**src/rtl/scara_trig_pkg.sv**
```systemverilog
// Shared constants and types for the SCARA trig path: CORDIC arctangent table,
// gain compensation, binary-angle (BAM) landmarks and the sin/cos FSM states.
package scara_trig_pkg;

  localparam int ZW    = 17;  // signed BAM residual-angle width
  localparam int IDX_W = 4;   // micro-rotation index width (ITER <= 16)
  localparam int OW    = 15;  // signed Q1.13 output width

  // atan(2^-i) in BAM units (0x10000 = 2*pi), rounded to nearest
  localparam logic signed [ZW-1:0] ATAN_LUT [16] = '{
    17'sd8192, 17'sd4836, 17'sd2555, 17'sd1297,
    17'sd651,  17'sd326,  17'sd163,  17'sd81,
    17'sd41,   17'sd20,   17'sd10,   17'sd5,
    17'sd3,    17'sd1,    17'sd1,    17'sd0
  };

  // Inverse CORDIC gain 0.607253 in Q1.13, preloaded into x so no post-scale is needed
  localparam int CORDIC_KINV = 4975;
  localparam int Q13_ONE     = 8192;

  localparam logic [15:0] BAM_HALF_PI = 16'h4000;
  localparam logic [15:0] BAM_PI      = 16'h8000;

  typedef enum logic [1:0] {
    IDLE,
    ROTATE,
    DONE
  } state_t;

endpackage

```
**src/rtl/cordic_sincos_if.sv**
```systemverilog
// Handshake bundle for cordic_sincos: angle in (valid/ready), sin/cos out (valid/ready).
// With SINCOS_ANGLE_SUM_EN defined a second angle theta_b is carried for theta1+theta2.
interface cordic_sincos_if;
  import scara_trig_pkg::*;

  logic                 in_valid;
  logic                 in_ready;
  logic [15:0]          theta_a;
`ifdef SINCOS_ANGLE_SUM_EN
  logic [15:0]          theta_b;
`endif
  logic                 out_valid;
  logic                 out_ready;
  logic signed [OW-1:0] sin_out;
  logic signed [OW-1:0] cos_out;

  modport master (
    output in_valid, theta_a,
`ifdef SINCOS_ANGLE_SUM_EN
    theta_b,
`endif
    output out_ready,
    input  in_ready, out_valid, sin_out, cos_out
  );

  modport slave (
    input  in_valid, theta_a,
`ifdef SINCOS_ANGLE_SUM_EN
    theta_b,
`endif
    input  out_ready,
    output in_ready, out_valid, sin_out, cos_out
  );

endinterface

```
**src/rtl/cordic_stage.sv**
```systemverilog
// One combinational CORDIC micro-rotation in rotation mode: steers toward z = 0.
module cordic_stage
  import scara_trig_pkg::*;
#(
  parameter int IW = 18
) (
  input  logic signed [IW-1:0]    x,
  input  logic signed [IW-1:0]    y,
  input  logic signed [ZW-1:0]    z,
  input  logic        [IDX_W-1:0] i,
  output logic signed [IW-1:0]    x_nxt,
  output logic signed [IW-1:0]    y_nxt,
  output logic signed [ZW-1:0]    z_nxt
);

  logic signed [IW-1:0] x_sh;
  logic signed [IW-1:0] y_sh;

  // Rotate by +/- atan(2^-i); the sign of z picks the direction
  always_comb begin
    // NOTE: every output is assigned on every path through this block so no latch is inferred.
    x_sh = x >>> i;
    y_sh = y >>> i;
    if (!z[ZW-1]) begin
      x_nxt = x - y_sh;
      y_nxt = y + x_sh;
      z_nxt = z - ATAN_LUT[i];
    end else begin
      x_nxt = x + y_sh;
      y_nxt = y - x_sh;
      z_nxt = z + ATAN_LUT[i];
    end
  end

endmodule

```
**src/rtl/cordic_sincos.sv**
```systemverilog
// Iterative CORDIC sin/cos generator feeding the jacobian stage. One micro-rotation
// per clock, one angle in flight. Angles in [pi/2, 3pi/2) are folded by pi and the
// result negated. Optional build macro SINCOS_ANGLE_SUM_EN adds theta_b and
// rotates by (theta_a + theta_b) mod 2^16.
module cordic_sincos
  import scara_trig_pkg::*;
#(
  parameter int ITER = 14,
  parameter int IW   = 18
) (
  input  logic            clk,
  input  logic            reset,
  cordic_sincos_if.slave  sc
);

  localparam logic signed [OW-1:0] OUT_HI = OW'(Q13_ONE);
  localparam logic signed [OW-1:0] OUT_LO = -OUT_HI;
  localparam logic signed [IW-1:0] SAT_HI = IW'(Q13_ONE);
  localparam logic signed [IW-1:0] SAT_LO = -SAT_HI;

  state_t               state, state_nxt;
  logic signed [IW-1:0] x, y, x_nxt, y_nxt, x_fix, y_fix;
  logic signed [ZW-1:0] z, z_nxt, z_load;
  logic [IDX_W-1:0]     i;
  logic                 flip, flip_load;
  logic [15:0]          angle;
  logic signed [OW-1:0] sin_q, cos_q, sin_sat, cos_sat;
  logic                 in_ready, out_valid, accept, last;

  function automatic logic signed [OW-1:0] sat_q13(input logic signed [IW-1:0] v);
    if (v > SAT_HI)      return OUT_HI;
    else if (v < SAT_LO) return OUT_LO;
    else                 return v[OW-1:0];
  endfunction

`ifdef SINCOS_ANGLE_SUM_EN
  assign angle = sc.theta_a + sc.theta_b;
`else
  assign angle = sc.theta_a;
`endif

  // Fold the angle into [-pi/2, pi/2) so it lies inside the CORDIC convergence range
  always_comb begin
    flip_load = (angle - BAM_HALF_PI) < BAM_PI;
    if (flip_load) z_load = ZW'({1'b0, angle}) - ZW'({1'b0, BAM_PI});
    else           z_load = {angle[15], angle};
  end

  cordic_stage #(.IW(IW)) u_stage (
    .x     (x),
    .y     (y),
    .z     (z),
    .i     (i),
    .x_nxt (x_nxt),
    .y_nxt (y_nxt),
    .z_nxt (z_nxt)
  );

  // Undo the fold and clamp the final rotation to [-1.0, +1.0]
  always_comb begin
    x_fix   = flip ? -x_nxt : x_nxt;
    y_fix   = flip ? -y_nxt : y_nxt;
    cos_sat = sat_q13(x_fix);
    sin_sat = sat_q13(y_fix);
  end

  // Next-state and handshake outputs
  always_comb begin
    state_nxt = state;
    in_ready  = 1'b0;
    out_valid = 1'b0;
    case (state)
      IDLE: begin
        in_ready = 1'b1;
        if (sc.in_valid) state_nxt = ROTATE;
      end
      ROTATE: begin
        if (i == IDX_W'(ITER - 1)) state_nxt = DONE;
      end
      DONE: begin
        out_valid = 1'b1;
        if (sc.out_ready) state_nxt = IDLE;
      end
      default: state_nxt = IDLE;
    endcase
  end

  assign accept = (state == IDLE) && sc.in_valid;
  assign last   = (state == ROTATE) && (i == IDX_W'(ITER - 1));

  // State register
  always_ff @(posedge clk or negedge reset) begin
    // NOTE: non-blocking assignments here so every flop samples pre-edge values.
    if (!reset) state <= IDLE;
    else        state <= state_nxt;
  end

  // Datapath: load on accept, iterate in ROTATE, capture saturated result on the last step
  always_ff @(posedge clk or negedge reset) begin
    if (!reset) begin
      x     <= '0;
      y     <= '0;
      z     <= '0;
      i     <= '0;
      flip  <= 1'b0;
      sin_q <= '0;
      cos_q <= '0;
    end else if (accept) begin
      x    <= IW'(CORDIC_KINV);
      y    <= '0;
      z    <= z_load;
      i    <= '0;
      flip <= flip_load;
    end else if (state == ROTATE) begin
      x <= x_nxt;
      y <= y_nxt;
      z <= z_nxt;
      i <= i + 1'b1;
      if (last) begin
        sin_q <= sin_sat;
        cos_q <= cos_sat;
      end
    end
  end

  assign sc.in_ready  = in_ready;
  assign sc.out_valid = out_valid;
  assign sc.sin_out   = sin_q;
  assign sc.cos_out   = cos_q;

endmodule

```
**src/flat_wrapper.sv**
```systemverilog
// flat-port wrapper written by rule: the top's interface ports become plain ports
module cordic_sincos_flat import scara_trig_pkg::*;
#(
  parameter int ITER = 14,
  parameter int IW   = 18
)
  (clk, reset, sc_in_valid, sc_theta_a, sc_out_ready, sc_in_ready, sc_out_valid, sc_sin_out, sc_cos_out);
  cordic_sincos_if sc_i ();
  input  logic clk;
  input  logic reset;
  input wire logic [$bits(sc_i.in_valid)-1:0] sc_in_valid;
  input wire logic [$bits(sc_i.theta_a)-1:0] sc_theta_a;
  input wire logic [$bits(sc_i.out_ready)-1:0] sc_out_ready;
  output wire logic [$bits(sc_i.in_ready)-1:0] sc_in_ready;
  output wire logic [$bits(sc_i.out_valid)-1:0] sc_out_valid;
  output wire logic [$bits(sc_i.sin_out)-1:0] sc_sin_out;
  output wire logic [$bits(sc_i.cos_out)-1:0] sc_cos_out;
  assign sc_i.in_valid = sc_in_valid;
  assign sc_i.theta_a = sc_theta_a;
  assign sc_i.out_ready = sc_out_ready;
  assign sc_in_ready = sc_i.in_ready;
  assign sc_out_valid = sc_i.out_valid;
  assign sc_sin_out = sc_i.sin_out;
  assign sc_cos_out = sc_i.cos_out;
  cordic_sincos #(.ITER(ITER), .IW(IW)) u_core (.clk(clk), .reset(reset), .sc(sc_i));
endmodule
```
**config.mk**
```make
export PLATFORM = sky130hd
export DESIGN_NAME = cordic_sincos_flat
export DESIGN_NICKNAME = d
export VERILOG_FILES = /design/src/rtl/scara_trig_pkg.sv /design/src/rtl/cordic_sincos_if.sv /design/src/rtl/cordic_stage.sv /design/src/rtl/cordic_sincos.sv /design/src/flat_wrapper.sv
export SDC_FILE = /design/constraint.sdc
export NUM_CORES = 1
export LEC_CHECK = 0
export BUFFER_PORTS_ARGS = -buffer_cell sky130_fd_sc_hd__buf_2
export CAP_MARGIN = 25
export CORE_MARGIN = 2
export CORE_UTILIZATION = 45
export CTS_BUF_LIST = sky130_fd_sc_hd__clkbuf_16
export DETAILED_ROUTE_END_ITERATION = 7
export PLACE_DENSITY_LB_ADDON = 0.3
export SLEW_MARGIN = 15
export SYNTH_ARGS = -nofsm -noshare
export SYNTH_HDL_FRONTEND = slang
export SYNTH_SLANG_ARGS = --single-unit
```
**constraint.sdc**
```tcl
create_clock -name clk -period 7.6 [get_ports clk]
set_input_delay 1.14 -clock clk [delete_from_list [all_inputs] [get_ports clk]]
set_output_delay 1.14 -clock clk [all_outputs]
set_load 0.01 [all_outputs]
```
==> impl_results.rst, run 1 <==
.. list-table::
   :header-rows: 1

   * - Metric
     - Value
   * - Status
     - completed
   * - Layout overhead on the synthesized area
     - 7.92%
   * - Placed wire-length estimate
     - 22.1 mm
   * - Full die area
     - roughly 24000 µm²
   * - Minimum period implied by the final worst setup slack
     - between 7 and 8 ns
   * - Worst setup path category
     - flop to flop
   * - Number of buffers added by the clock tree synthesis step
     - 9
   * - GRT met1 Usage
     - approximately 34%
   * - Wire length after detailed routing
     - 30.2 mm
   * - Most heavily used metal layer in global routing
     - met2
   * - Horizontal die dimension
     - around 160 µm
   * - Setup_tns
     - 0 ns
   * - Max-cap check violation count
     - 0
   * - Buffers & Inverters on Critical Path
     - 1
   * - Cell depth of the worst min-delay path
     - 2
   * - Hold Startpoint
     - u_core.z[0]$_DFFE_PN0P_
   * - Maximum number of pins on one net before global-route repair
     - 68
   * - Clock tree skew after final layout
     - 0.0157 ns
   * - Flops & latches, synth
     - 90
   * - Post-Synthesis Cells
     - between 1k and 1.5k
   * - First drt pass iteration count
     - 8
   * - Post-Syn Nets
     - about 1.3k
   * - GR Layer Usage met2
     - between 30% and 40%
   * - Warnings, synthesis
     - 0
   * - Setup repair after global routing missed its margin
     - false
   * - Total setup violations reported at the end of the flow
     - 0
   * - Worst Reg-to-Reg Cells
     - 23
   * - Hold-fix buffers, CTS
     - 0
   * - Die Y-Extent
     - approximately 160 µm
   * - Setup slack of the worst register-to-register path
     - ~0.56 ns
   * - Largest cells by area after synthesis
     - sky130_fd_sc_hd__dfrtp_1 (22%), sky130_fd_sc_hd__mux4_2 (7.5%), sky130_fd_sc_hd__ha_1 (7.3%), sky130_fd_sc_hd__xnor2_1 (5.3%), sky130_fd_sc_hd__o21ai_0 (4.5%)
   * - Layout cells sized above 1
     - between 10 and 15%
   * - Num rows
     - between 50 and 60
   * - Min-delay worst type
     - flop to flop
   * - Total number of H-tree levels
     - 3
   * - Number of antenna violations at the first check in global routing
     - 0
   * - Fin. max-slew vios
     - 0
   * - CP cell instances
     - buf_6, mux4_2, mux2i_1, o2111ai_1, a221oi_2, and3b_2, and2_1, nand2_1, o21ai_0, xor2_1, nor2_1, a31oi_1, ha_1, nor3_1, nand3_1, and4b_1, a211o_1, nor4_2, xnor2_1, or3b_1, a211oi_4, and3_1, a221o_1
   * - Cell class contributing the biggest share of worst-path delay
     - simple AND/OR/NAND/NOR gates
   * - Critical path data required time
     - around 7.9 ns
   * - Routed length per placed instance
     - approximately 20 µm
   * - Global-route usage over all layers
     - about a quarter
   * - Detailed Route Iter0 Violations
     - 930
   * - Startpoint of the worst-slack reg-to-reg timing path
     - u_core.i[1]$_DFFE_PN0P_
   * - Worst slew margin relative to its limit
     - 36.6%
   * - Clock-pin slew of the registers on the worst-case setup and hold paths
     - ~0.09 ns
   * - Worst-case hold path end point
     - u_core.z[0]$_DFFE_PN0P_
   * - Primary FF master, synth
     - sky130_fd_sc_hd__dfrtp_1
   * - Cell area after synthesis
     - approximately 10000 µm²
   * - TritonCTS clock tree
     - done
   * - Clock latency of the later-clocked register in the worst-skew pair
     - about 0.38 ns
   * - Slowest CP cell
     - sky130_fd_sc_hd__mux4_2
   * - Highest clock rate
     - 142 MHz
   * - Sink Count
     - 90
   * - Worst reg2reg path endpoint
     - u_core.sc.cos_out[1]$_DFFE_PN0P_
   * - Clock Path Buffers
     - 2
   * - Arrival time worst endpoint
     - about 7.4 ns
   * - Number of unique standard cell types used by synthesis
     - 91
   * - Post-synthesis async set-or-reset flop share
     - 100%
   * - Total gr overflow
     - 0
   * - DRC violations left
     - 0
   * - Post-route ant nets
     - 0
   * - Global placement routability congestion
     - approximately 0.96
   * - Final worst path period share
     - 92.6%
   * - Fin. Hold Viols
     - 0
   * - Crit-path max FO
     - 36
   * - Port Buf Inserts
     - 51
   * - Antenna cell count
     - 0
   * - Clock root buffer
     - sky130_fd_sc_hd__clkbuf_16
   * - Worst Max-Slew Pin Slew
     - around 0.95 ns
   * - Number of enable flip-flop cells after synthesis
     - 0
   * - Core area
     - 22700 µm²
   * - Mean instance size in the synthesized netlist
     - around 8.4 µm²
   * - Portion of synthesized cell area occupied by the leading cell type
     - about 22%
   * - CP Launch Type
     - flop
   * - Part of the Yosys area used for sequential elements
     - 21.5%
   * - Largest area contributor in the netlist
     - sky130_fd_sc_hd__dfrtp_1
   * - First-pass GRT wire length
     - ~48 mm
   * - # IOs
     - 52
   * - Slowest cell delay on critical path
     - around 0.56 ns
   * - Number of nets in the layout
     - between 1k and 1.5k
   * - Met3 Resource Use GR
     - 3.24%
   * - Most repeated cell in the gate-level netlist after synthesis
     - sky130_fd_sc_hd__nand2_1
   * - Worst Setup End Kind
     - flop
   * - Detailed-route vias per instance
     - approximately 6.4
   * - Initial cell density of the core
     - between 40% and 50%
   * - Vias in the first global route
     - 9113
   * - Commonest cells in the synthesized netlist
     - sky130_fd_sc_hd__nand2_1 (103), sky130_fd_sc_hd__nor2_1 (101), sky130_fd_sc_hd__o21ai_0 (94)
   * - Via total after detailed routing
     - 9879
state kept, by name, summed over array words and instances (netlist names):
| register | flops |
|---|---|
| u_core.state | 2 |
| u_core.z | 17 |
| u_core.flip | 1 |
| u_core.sc.sin_out | 15 |
| u_core.i | 4 |
| u_core.y | 18 |
| u_core.sc.cos_out | 15 |
| u_core.x | 18 |
routing by layer:
layer / wire (µm) / part of all wire (%) / vias to the layer above
li1: - / - / 4688
met5: 0 / 0 / -
met2: 13800 / 46 / 344
met1: 13800 / 46 / 4786
met3: 1770 / 5.9 / 61
met4: 848 / 2.8 / 0
tightest hold or removal path: cells and delay by family (launching register included):
kind | cells | cell delay [ns]
flops | 1 | 0.35
simple gates | 2 | 0.11
cell usage in the layout (no fill, tap or decap), types with 23 or more instances in the layout:
cell type,n
sky130_fd_sc_hd__a21oi_1,82
sky130_fd_sc_hd__and3_1,23
sky130_fd_sc_hd__buf_2,50
sky130_fd_sc_hd__buf_4,25
sky130_fd_sc_hd__dfrtp_1,87
sky130_fd_sc_hd__ha_1,61
sky130_fd_sc_hd__inv_1,39
sky130_fd_sc_hd__mux4_2,35
sky130_fd_sc_hd__nand2_1,103
sky130_fd_sc_hd__nand3_1,43
sky130_fd_sc_hd__nor2_1,100
sky130_fd_sc_hd__o21ai_0,94
sky130_fd_sc_hd__o31ai_1,28
sky130_fd_sc_hd__xnor2_1,63
sky130_fd_sc_hd__xor2_1,44
what timing repair did:
action | in CTS | in global routing
buffers inserted | 0 | 1
setup endpoints to repair | 0 | 27
gates resized for setup | 0 | 6
stage by stage:
stage                     area [µm²]  setup WS, ns  hold slack [ns]  utilization [%]  cells
after detailed placement       10900         0.305            0.474             48.0   1528
after global routing           11300        0.0248            0.530             49.7   1547
after floorplan                10500          1.54            0.453                -   1244
after global placement         10900         0.534            0.455             48.0   1527
after CTS                      11200         0.293            0.492             49.4   1544
final                          11300         0.561            0.488             49.7   1547
cells by family after synthesis:
kind of cell	count (synthesis)	synth area share (%)
AOI/OAI and AO/OA	381	24.8
xor gates and xnor gates	109	9.46
muxes	74	11.5
buffers and inverters	117	4.97
adders and majority gates	64	7.88
DFF	90	21.5
and+or+nand+nor	409	19.9
how the worst max path moves through the flow:
stage | depth (start not counted) | startpoint | endpoint | slack, ns
detailed placement | 22 | u_core.i[0]$_DFFE_PN0P_ | u_core.sc.cos_out[10]$_DFFE_PN0P_ | 0.30
finish | 23 | u_core.i[1]$_DFFE_PN0P_ | u_core.sc.cos_out[1]$_DFFE_PN0P_ | 0.56
global placement | 22 | u_core.i[0]$_DFFE_PN0P_ | u_core.sc.cos_out[9]$_DFFE_PN0P_ | 0.53
CTS | 22 | u_core.i[0]$_DFFE_PN0P_ | u_core.sc.cos_out[6]$_DFFE_PN0P_ | 0.29
global route | 24 | u_core.i[1]$_DFFE_PN0P_ | u_core.sc.sin_out[9]$_DFFE_PN0P_ | 0.02
floorplan | 27 | u_core.i[1]$_DFFE_PN0P_ | u_core.sc.cos_out[3]$_DFFE_PN0P_ | 1.54
area by class of cell:
type | instances | area [µm²]
clock buffer | 9 | 225
sequential | 90 | 2260
tap | 285 | 357
fill | 2175 | 11400
multi-input combinational | 1037 | 7700
clock inverter | 7 | 81.3
timing repair buffer | 79 | 502
inverter | 40 | 154
Power of run 1 is left out: the tool's default activity adds up to more than one toggle a clock period on the data nets, which glitch-free logic cannot reach.
==> run 2, diff against run 1 <==
==> constraint.sdc (replaced) <==
create_clock -name clk -period 7.2 [get_ports clk]
set_input_delay 1.08 -clock clk [delete_from_list [all_inputs] [get_ports clk]]
set_output_delay 1.08 -clock clk [all_outputs]
set_load 0.01 [all_outputs]
==> run 2 against run 1 <==
  * First-iteration DRC count grew 11%
  * Flip-flop and latch count is the same
  * Sequential share of layout area is essentially flat
  * Final area is essentially flat
  * Utilization is essentially flat
  * Non-clock buffer count grew 8
==> impl_results.rst, run 2 (synthesized netlist as in run 1, its figures left out) <==
.. list-table::
   :header-rows: 1

   * - Metric
     - Value
   * - Post-route ant nets
     - 0 (unchanged)
   * - TritonCTS clock tree
     - done (unchanged)
   * - Detailed-route vias per instance
     - 6.38 (was 6.39)
   * - Num rows
     - 55 (unchanged)
   * - Slowest cell delay on critical path
     - 0.63 ns (was 0.56 ns)
   * - Final worst path period share
     - 94.5% (was 92.6%)
   * - Core area
     - 22700 µm² (unchanged)
   * - CP cell instances
     - mux4_2, mux2_2, a222oi_1, and2_1, a21oi_1, a21oi_1, o21ai_0, xnor2_1, ha_1, and2_1, nand3_1, a2111oi_0, a211oi_1, xnor2_1, or4b_1, o41ai_1, xnor2_1, and3_1, o211ai_1, buf_4, o31ai_1 (was buf_6, mux4_2, mux2i_1, o2111ai_1, a221oi_2, and3b_2, and2_1, nand2_1, o21ai_0, xor2_1, nor2_1, a31oi_1, ha_1, nor3_1, nand3_1, and4b_1, a211o_1, nor4_2, xnor2_1, or3b_1, a211oi_4, and3_1, a221o_1)
   * - Total setup violations reported at the end of the flow
     - 0 (unchanged)
   * - Number of buffers added by the clock tree synthesis step
     - 9 (unchanged)
   * - Highest clock rate
     - 147 MHz (was 142 MHz)
   * - Status
     - completed (unchanged)
   * - Worst Max-Slew Pin Slew
     - 0.970 ns (was 0.948 ns)
   * - Total number of H-tree levels
     - 3 (unchanged)
   * - Die Y-Extent
     - 156 µm (unchanged)
   * - Met3 Resource Use GR
     - 5.10% (was 3.24%)
   * - Total gr overflow
     - 0 (unchanged)
   * - Clock latency of the later-clocked register in the worst-skew pair
     - 0.37 ns (was 0.38 ns)
   * - # IOs
     - 52 (unchanged)
   * - Top flop regs
     - u_core.x (18), u_core.y (18), u_core.z (17) (unchanged)
   * - Detailed Route Iter0 Violations
     - 1036 (was 930)
   * - Layout cells sized above 1
     - 15.2% (was 14.8%)
   * - DRC violations left
     - 0 (unchanged)
   * - Highest-count cells in the layout ignoring fill and taps
     - sky130_fd_sc_hd__nand2_1 (103), sky130_fd_sc_hd__nor2_1 (100), sky130_fd_sc_hd__o21ai_0 (94) (unchanged)
   * - Full die area
     - 24500 µm² (unchanged)
   * - Sink Count
     - 90 (unchanged)
   * - Fin. Hold Viols
     - 0 (unchanged)
   * - Wire length after detailed routing
     - 30.5 mm (was 30.2 mm)
   * - First drt pass iteration count
     - 5 (was 8)
   * - Fin. max-slew vios
     - 0 (unchanged)
   * - Layout overhead on the synthesized area
     - 7.95% (was 7.92%)
   * - First-pass GRT wire length
     - 49.5 mm (was 48.3 mm)
   * - Critical path data required time
     - 7.46 ns (was 7.92 ns)
   * - Most common library cell in the layout ignoring fill and taps
     - sky130_fd_sc_hd__nand2_1 (unchanged)
   * - Worst slew margin relative to its limit
     - 35.2% (was 36.6%)
   * - Vias in the first global route
     - 9351 (was 9113)
   * - Horizontal die dimension
     - 156 µm (unchanged)
   * - Clock root buffer
     - sky130_fd_sc_hd__clkbuf_16 (unchanged)
   * - Placed wire-length estimate
     - 22.2 mm (was 22.1 mm)
   * - Clock Path Buffers
     - 2 (unchanged)
   * - Min-delay worst type
     - flop to flop (unchanged)
   * - Maximum number of pins on one net before global-route repair
     - 68 (unchanged)
   * - Worst Reg-to-Reg Cells
     - 21 (was 23)
   * - Most heavily used metal layer in global routing
     - met2 (unchanged)
   * - Worst Setup End Kind
     - flop (unchanged)
   * - Routed length per placed instance
     - 19.6 µm (was 19.5 µm)
   * - Via total after detailed routing
     - 9922 (was 9879)
   * - Global placement routability congestion
     - 0.945 (was 0.957)
   * - Number of nets in the layout
     - 1349 (was 1341)
   * - Global-route usage over all layers
     - 25.2% (was 24.5%)
   * - Minimum period implied by the final worst setup slack
     - 6.81 ns (was 7.04 ns)
   * - Cell seen most often among critical-path stages
     - sky130_fd_sc_hd__xnor2_1
   * - Port Buf Inserts
     - 51 (unchanged)
   * - Cell depth of the worst min-delay path
     - 2 (unchanged)
   * - Crit-path max FO
     - 9 (was 36)
   * - Max-cap check violation count
     - 0 (unchanged)
   * - GRT met1 Usage
     - 34.7% (was 34.3%)
   * - Initial cell density of the core
     - 46.0% (unchanged)
   * - Antenna cell count
     - 0 (unchanged)
   * - Arrival time worst endpoint
     - 7.06 ns (was 7.36 ns)
   * - CP Launch Type
     - flop (unchanged)
   * - GR Layer Usage met2
     - 39.9% (was 39.0%)
   * - Clock tree skew after final layout
     - 0.0130 ns (was 0.0157 ns)
   * - Count of fill cells added during filler insertion
     - 2183 (was 2175)
   * - Clock-pin slew of the registers on the worst-case setup and hold paths
     - 0.08 ns (was 0.09 ns)
   * - Worst setup path category
     - flop to flop (unchanged)
   * - Slowest CP cell
     - sky130_fd_sc_hd__or4b_1 (was sky130_fd_sc_hd__mux4_2)
   * - Number of antenna violations at the first check in global routing
     - 0 (unchanged)
   * - Fin Hold WS
     - 0.472 ns (was 0.488 ns)
run 2: what timing repair did:
action / in CTS / in global routing
gates resized for setup: 0 / 3
setup endpoints to repair: 0 / 26
hold buffers: 0 / 0
setup buffers: 0 / 2
endpoints found under the hold margin: 0 / 0
run 2: path summary, 6_finish.rpt:
| check | from | to | slack (ns) |
|---|---|---|---|
| setup / recovery | u_core.x[14]$_DFFE_PN0P_ | u_core.sc.sin_out[4]$_DFFE_PN0P_ | 0.39 |
| hold / removal | u_core.sc.sin_out[14]$_DFFE_PN0P_ | u_core.sc.sin_out[14]$_DFFE_PN0P_ | 0.47 |
| setup reg to reg | u_core.x[14]$_DFFE_PN0P_ | u_core.sc.sin_out[4]$_DFFE_PN0P_ | 0.39 |
| hold reg to reg | u_core.sc.sin_out[14]$_DFFE_PN0P_ | u_core.sc.sin_out[14]$_DFFE_PN0P_ | 0.47 |
| max in group asynchronous | reset | u_core.i[3]$_DFFE_PN0P_ | 5.30 |
| min in group asynchronous | reset | u_core.sc.cos_out[13]$_DFFE_PN0P_ | 0.69 |
run 2: layout make-up:
class	count	area, µm²	share of cell area [%]
clock inverters	7	67.6	0.599
repair buffers	87	532	4.71
clock buffers	9	225	2.00
multi-input cells	1037	7690	68.2
inverters	40	150	1.33
flip-flops and latches	90	2260	20.0
well taps	285	357	3.16
run 2: per-stage QoR:
| stage | cell area (µm²) | worst slack (ns) | utilization, % | setup TNS (ns) | std cells |
|---|---|---|---|---|---|
| after floorplan | 10500 | 1.14 | - | 0 | 1244 |
| after global placement | 11000 | 0.370 | 48.2 | 0 | 1535 |
| after detailed placement | 11000 | 0.362 | 48.3 | 0 | 1536 |
| after CTS | 11300 | 0.324 | 49.5 | 0 | 1552 |
| after global routing | 11300 | -0.0875 | 49.7 | -0.357 | 1555 |
| final | 11300 | 0.394 | 49.7 | 0 | 1555 |
run 2: worst max-delay path, delay by kind of cell (launching register included):
kind                     cells  cell delay, ns
XOR/XNOR                     3            0.54
AND/OR/NAND/NOR              5            1.44
multiplexers                 2            0.85
adder cells (fa/ha/maj)      1            0.36
buffers and inverters        1            0.30
AO/OA/AOI/OAI                9            2.64
flip-flops                   1            0.53
run 2: routing by layer:
layer / up-vias / share of wire [%]
li1: 4708 / -
met4: 0 / 2.6
met1: 4811 / 46
met3: 53 / 6.5
met5: - / 0
met2: 350 / 45
Power of run 2 is left out for the same reason.
==> run 3, diff against run 2 <==
--- a/config.mk
+++ b/config.mk
@@ -12,7 +12,8 @@
 export CTS_BUF_LIST = sky130_fd_sc_hd__clkbuf_16
 export DETAILED_ROUTE_END_ITERATION = 7
 export PLACE_DENSITY_LB_ADDON = 0.3
-export SLEW_MARGIN = 15
+export RECOVER_POWER = 25
+export SLEW_MARGIN = 40
 export SYNTH_ARGS = -nofsm -noshare
 export SYNTH_HDL_FRONTEND = slang
 export SYNTH_SLANG_ARGS = --single-unit
==> run 3 against run 2 <==
  * The run now ends with max-capacitance violations, max-slew violations left
  * Via count increased by 0.56%
  * Clock skew hardly changed
  * Global-route usage is 0.077 points lower
  * Non-clock buffer count shrank 1
  * Fmax up 1.7%
  * Utilization about the same
  * Die area did not move
  * Cell count is essentially flat
  * Critical path type unchanged
==> impl_results.rst, run 3 (synthesized netlist as in run 1, its figures left out) <==
.. list-table::
   :header-rows: 1

   * - Metric
     - Value
   * - Crit-path max FO
     - 47 (was 9)
   * - First drt pass iteration count
     - 6 (was 5)
   * - Worst setup path category
     - flop to flop (unchanged)
   * - Die Y-Extent
     - 156 µm (unchanged)
   * - Placed wire-length estimate
     - 22.2 mm (about the same)
   * - First-pass GRT wire length
     - 49.1 mm (was 49.5 mm)
   * - Antenna cell count
     - 0 (unchanged)
   * - Buffers & Inverters on Critical Path
     - 2 (was 1)
   * - Status
     - finished, violations left (was completed)
   * - Clock-pin slew of the registers on the worst-case setup and hold paths
     - 0.08 ns (about the same)
   * - Clock Path Buffers
     - 2 (unchanged)
   * - Top flop regs
     - u_core.x (18), u_core.y (18), u_core.z (17) (unchanged)
   * - Slowest CP cell
     - sky130_fd_sc_hd__buf_4 (was sky130_fd_sc_hd__or4b_1)
   * - Detailed Route Iter0 Violations
     - 898 (was 1036)
   * - Via total after detailed routing
     - 9978 (was 9922)
   * - Utilization of the core after routing
     - 49.7% (about the same)
   * - DRC violations left
     - 0 (unchanged)
   * - Global-route usage over all layers
     - 25.2% (about the same)
   * - Cell class contributing the biggest share of worst-path delay
     - simple AND/OR/NAND/NOR gates (was compound AO/OA/AOI/OAI gates)
   * - Worst Max-Slew Pin Slew
     - 2.53 ns (was 0.970 ns)
   * - TritonCTS clock tree
     - done (unchanged)
   * - CP Launch Type
     - flop (unchanged)
   * - Hold-fix buffers, CTS
     - 0 (unchanged)
   * - Setup repair after global routing missed its margin
     - false
   * - Routed length per placed instance
     - 19.6 µm (about the same)
   * - Total setup violations reported at the end of the flow
     - 0 (unchanged)
   * - Post-route ant nets
     - 0 (unchanged)
   * - Total gr overflow
     - 0 (unchanged)
   * - Vias in the first global route
     - 9357 (was 9351)
   * - Full die area
     - 24500 µm² (unchanged)
   * - Core area
     - 22700 µm² (unchanged)
   * - Clock latency of the later-clocked register in the worst-skew pair
     - 0.37 ns (about the same)
   * - Layout cells sized above 1
     - 14.1% (was 15.2%)
   * - Clock tree skew after final layout
     - 0.0132 ns (was 0.0130 ns)
   * - Min-delay worst type
     - flop to flop (unchanged)
   * - Critical path data required time
     - 7.51 ns (was 7.46 ns)
   * - Setup slack of the worst register-to-register path
     - 0.51 ns (was 0.39 ns)
   * - Number of buffers added by the clock tree synthesis step
     - 9 (unchanged)
   * - CP cell instances
     - buf_4, mux4_2, mux2_2, or3_1, a221oi_2, and3b_2, and2_1, nand2_1, o21ai_0, xor2_1, nor2_1, a31oi_1, ha_1, and3_1, and3_1, or3_1, a211o_1, nor4_2, xnor2_1, or3b_1, a211oi_2, buf_4, and3_1, a221o_1 (was mux4_2, mux2_2, a222oi_1, and2_1, a21oi_1, a21oi_1, o21ai_0, xnor2_1, ha_1, and2_1, nand3_1, a2111oi_0, a211oi_1, xnor2_1, or4b_1, o41ai_1, xnor2_1, and3_1, o211ai_1, buf_4, o31ai_1)
   * - Wire length after detailed routing
     - 30.5 mm (about the same)
   * - Minimum period implied by the final worst setup slack
     - 6.69 ns (was 6.81 ns)
   * - Most common library cell in the layout ignoring fill and taps
     - sky130_fd_sc_hd__nand2_1 (unchanged)
   * - Number of antenna violations at the first check in global routing
     - 1 (was 0)
   * - Horizontal die dimension
     - 156 µm (unchanged)
   * - Worst slew margin relative to its limit
     - -68.4% (was 35.2%)
   * - Total number of H-tree levels
     - 3 (unchanged)
   * - Num rows
     - 55 (unchanged)
   * - Clock root buffer
     - sky130_fd_sc_hd__clkbuf_16 (unchanged)
   * - Fin. max-slew vios
     - 69 (was 0)
   * - Initial cell density of the core
     - 46.0% (unchanged)
   * - Cell seen most often among critical-path stages
     - sky130_fd_sc_hd__and3_1 (was sky130_fd_sc_hd__xnor2_1)
   * - Final worst path period share
     - 93.0% (was 94.5%)
   * - Max-cap check violation count
     - 2 (was 0)
   * - Highest clock rate
     - 149 MHz (was 147 MHz)
   * - Layout overhead on the synthesized area
     - 7.89% (was 7.95%)
   * - Detailed-route vias per instance
     - 6.42 (was 6.38)
   * - Violations in the final reports
     - max-capacitance violations, max-slew violations
   * - Arrival time worst endpoint
     - 7.01 ns (was 7.06 ns)
   * - Highest-count cells in the layout ignoring fill and taps
     - sky130_fd_sc_hd__nand2_1 (102), sky130_fd_sc_hd__nor2_1 (100), sky130_fd_sc_hd__o21ai_0 (94) (was sky130_fd_sc_hd__nand2_1 (103), sky130_fd_sc_hd__nor2_1 (100), sky130_fd_sc_hd__o21ai_0 (94))
   * - Fin Hold WS
     - 0.479 ns (was 0.472 ns)
   * - Sink Count
     - 90 (unchanged)
   * - Slowest cell delay on critical path
     - 0.45 ns (was 0.63 ns)
   * - Fin. Hold Viols
     - 0 (unchanged)
   * - Number of nets in the layout
     - 1348 (was 1349)
   * - Maximum number of pins on one net before global-route repair
     - 68 (unchanged)
   * - Worst Setup End Kind
     - flop (unchanged)
   * - Setup_tns
     - 0 ns (unchanged)
   * - Global placement routability congestion
     - 0.945 (unchanged)
   * - # IOs
     - 52 (unchanged)
   * - Port Buf Inserts
     - 51 (unchanged)
## run 3: cell types whose count changed in the layout (fill, tap and decap cells not counted), moves of 2 or more
cell                       before  now
sky130_fd_sc_hd__buf_2         50   39
sky130_fd_sc_hd__buf_4         36   32
sky130_fd_sc_hd__clkbuf_1       0   14
sky130_fd_sc_hd__clkinv_4       0    2
sky130_fd_sc_hd__inv_6          4    1
## run 3: layer usage
| metal | GRT usage (%) | routed length, µm | vias to the layer above |
|---|---|---|---|
| met5 | 0 | 13 | - |
| met4 | 10.4 | 1060 | 2 |
| met3 | 3.77 | 1960 | 66 |
| met2 | 40.2 | 13800 | 390 |
| met1 | 34.1 | 13600 | 4810 |
| li1 | - | - | 4710 |
## run 3: cell type report
type | count | area (µm²)
timing repair buffer | 86 | 499
multi-input combinational | 1037 | 7710
tap | 285 | 357
inverter | 40 | 150
clock inverter | 7 | 78.8
clock buffer | 9 | 225
fill | 2175 | 11400
sequential | 90 | 2260
## run 3: per-stage QoR
stage          setup slack (ns)  std cells  instance area [µm²]
6_report                  0.506       1554                11300
5_1_grt                  0.0955       1554                11300
4_1_cts                   0.312       1552                11300
3_5_place_dp              0.355       1536                11000
3_3_place_gp              0.370       1535                11000
2_1_floorplan              1.14       1244                10500
## run 3: path summary, 6_finish.rpt
path	startpoint	end	cells after the start
max in group asynchronous	reset	u_core.i[3]$_DFFE_PN0P_	2
min in group asynchronous	reset	u_core.sc.cos_out[13]$_DFFE_PN0P_	1
setup reg to reg	u_core.i[2]$_DFFE_PN0P_	u_core.sc.cos_out[5]$_DFFE_PN0P_	24
hold / removal	u_core.sc.sin_out[14]$_DFFE_PN0P_	u_core.sc.sin_out[14]$_DFFE_PN0P_	2
hold reg to reg	u_core.sc.sin_out[14]$_DFFE_PN0P_	u_core.sc.sin_out[14]$_DFFE_PN0P_	2
setup / recovery	u_core.i[2]$_DFFE_PN0P_	u_core.sc.cos_out[5]$_DFFE_PN0P_	24
## run 3: tightest hold or removal path, cell delays in order (launching register included)
cell	delay, ns
sky130_fd_sc_hd__dfrtp_1	0.34
sky130_fd_sc_hd__nand2_1	0.05
sky130_fd_sc_hd__nand2_1	0.06
## run 3: what timing repair did
| item | in CTS | in global routing |
|---|---|---|
| gates resized for setup | 0 | 4 |
| setup buffers | 0 | 2 |
| endpoints found under the setup margin | 0 | 21 |
Power of run 3 is left out for the same reason.
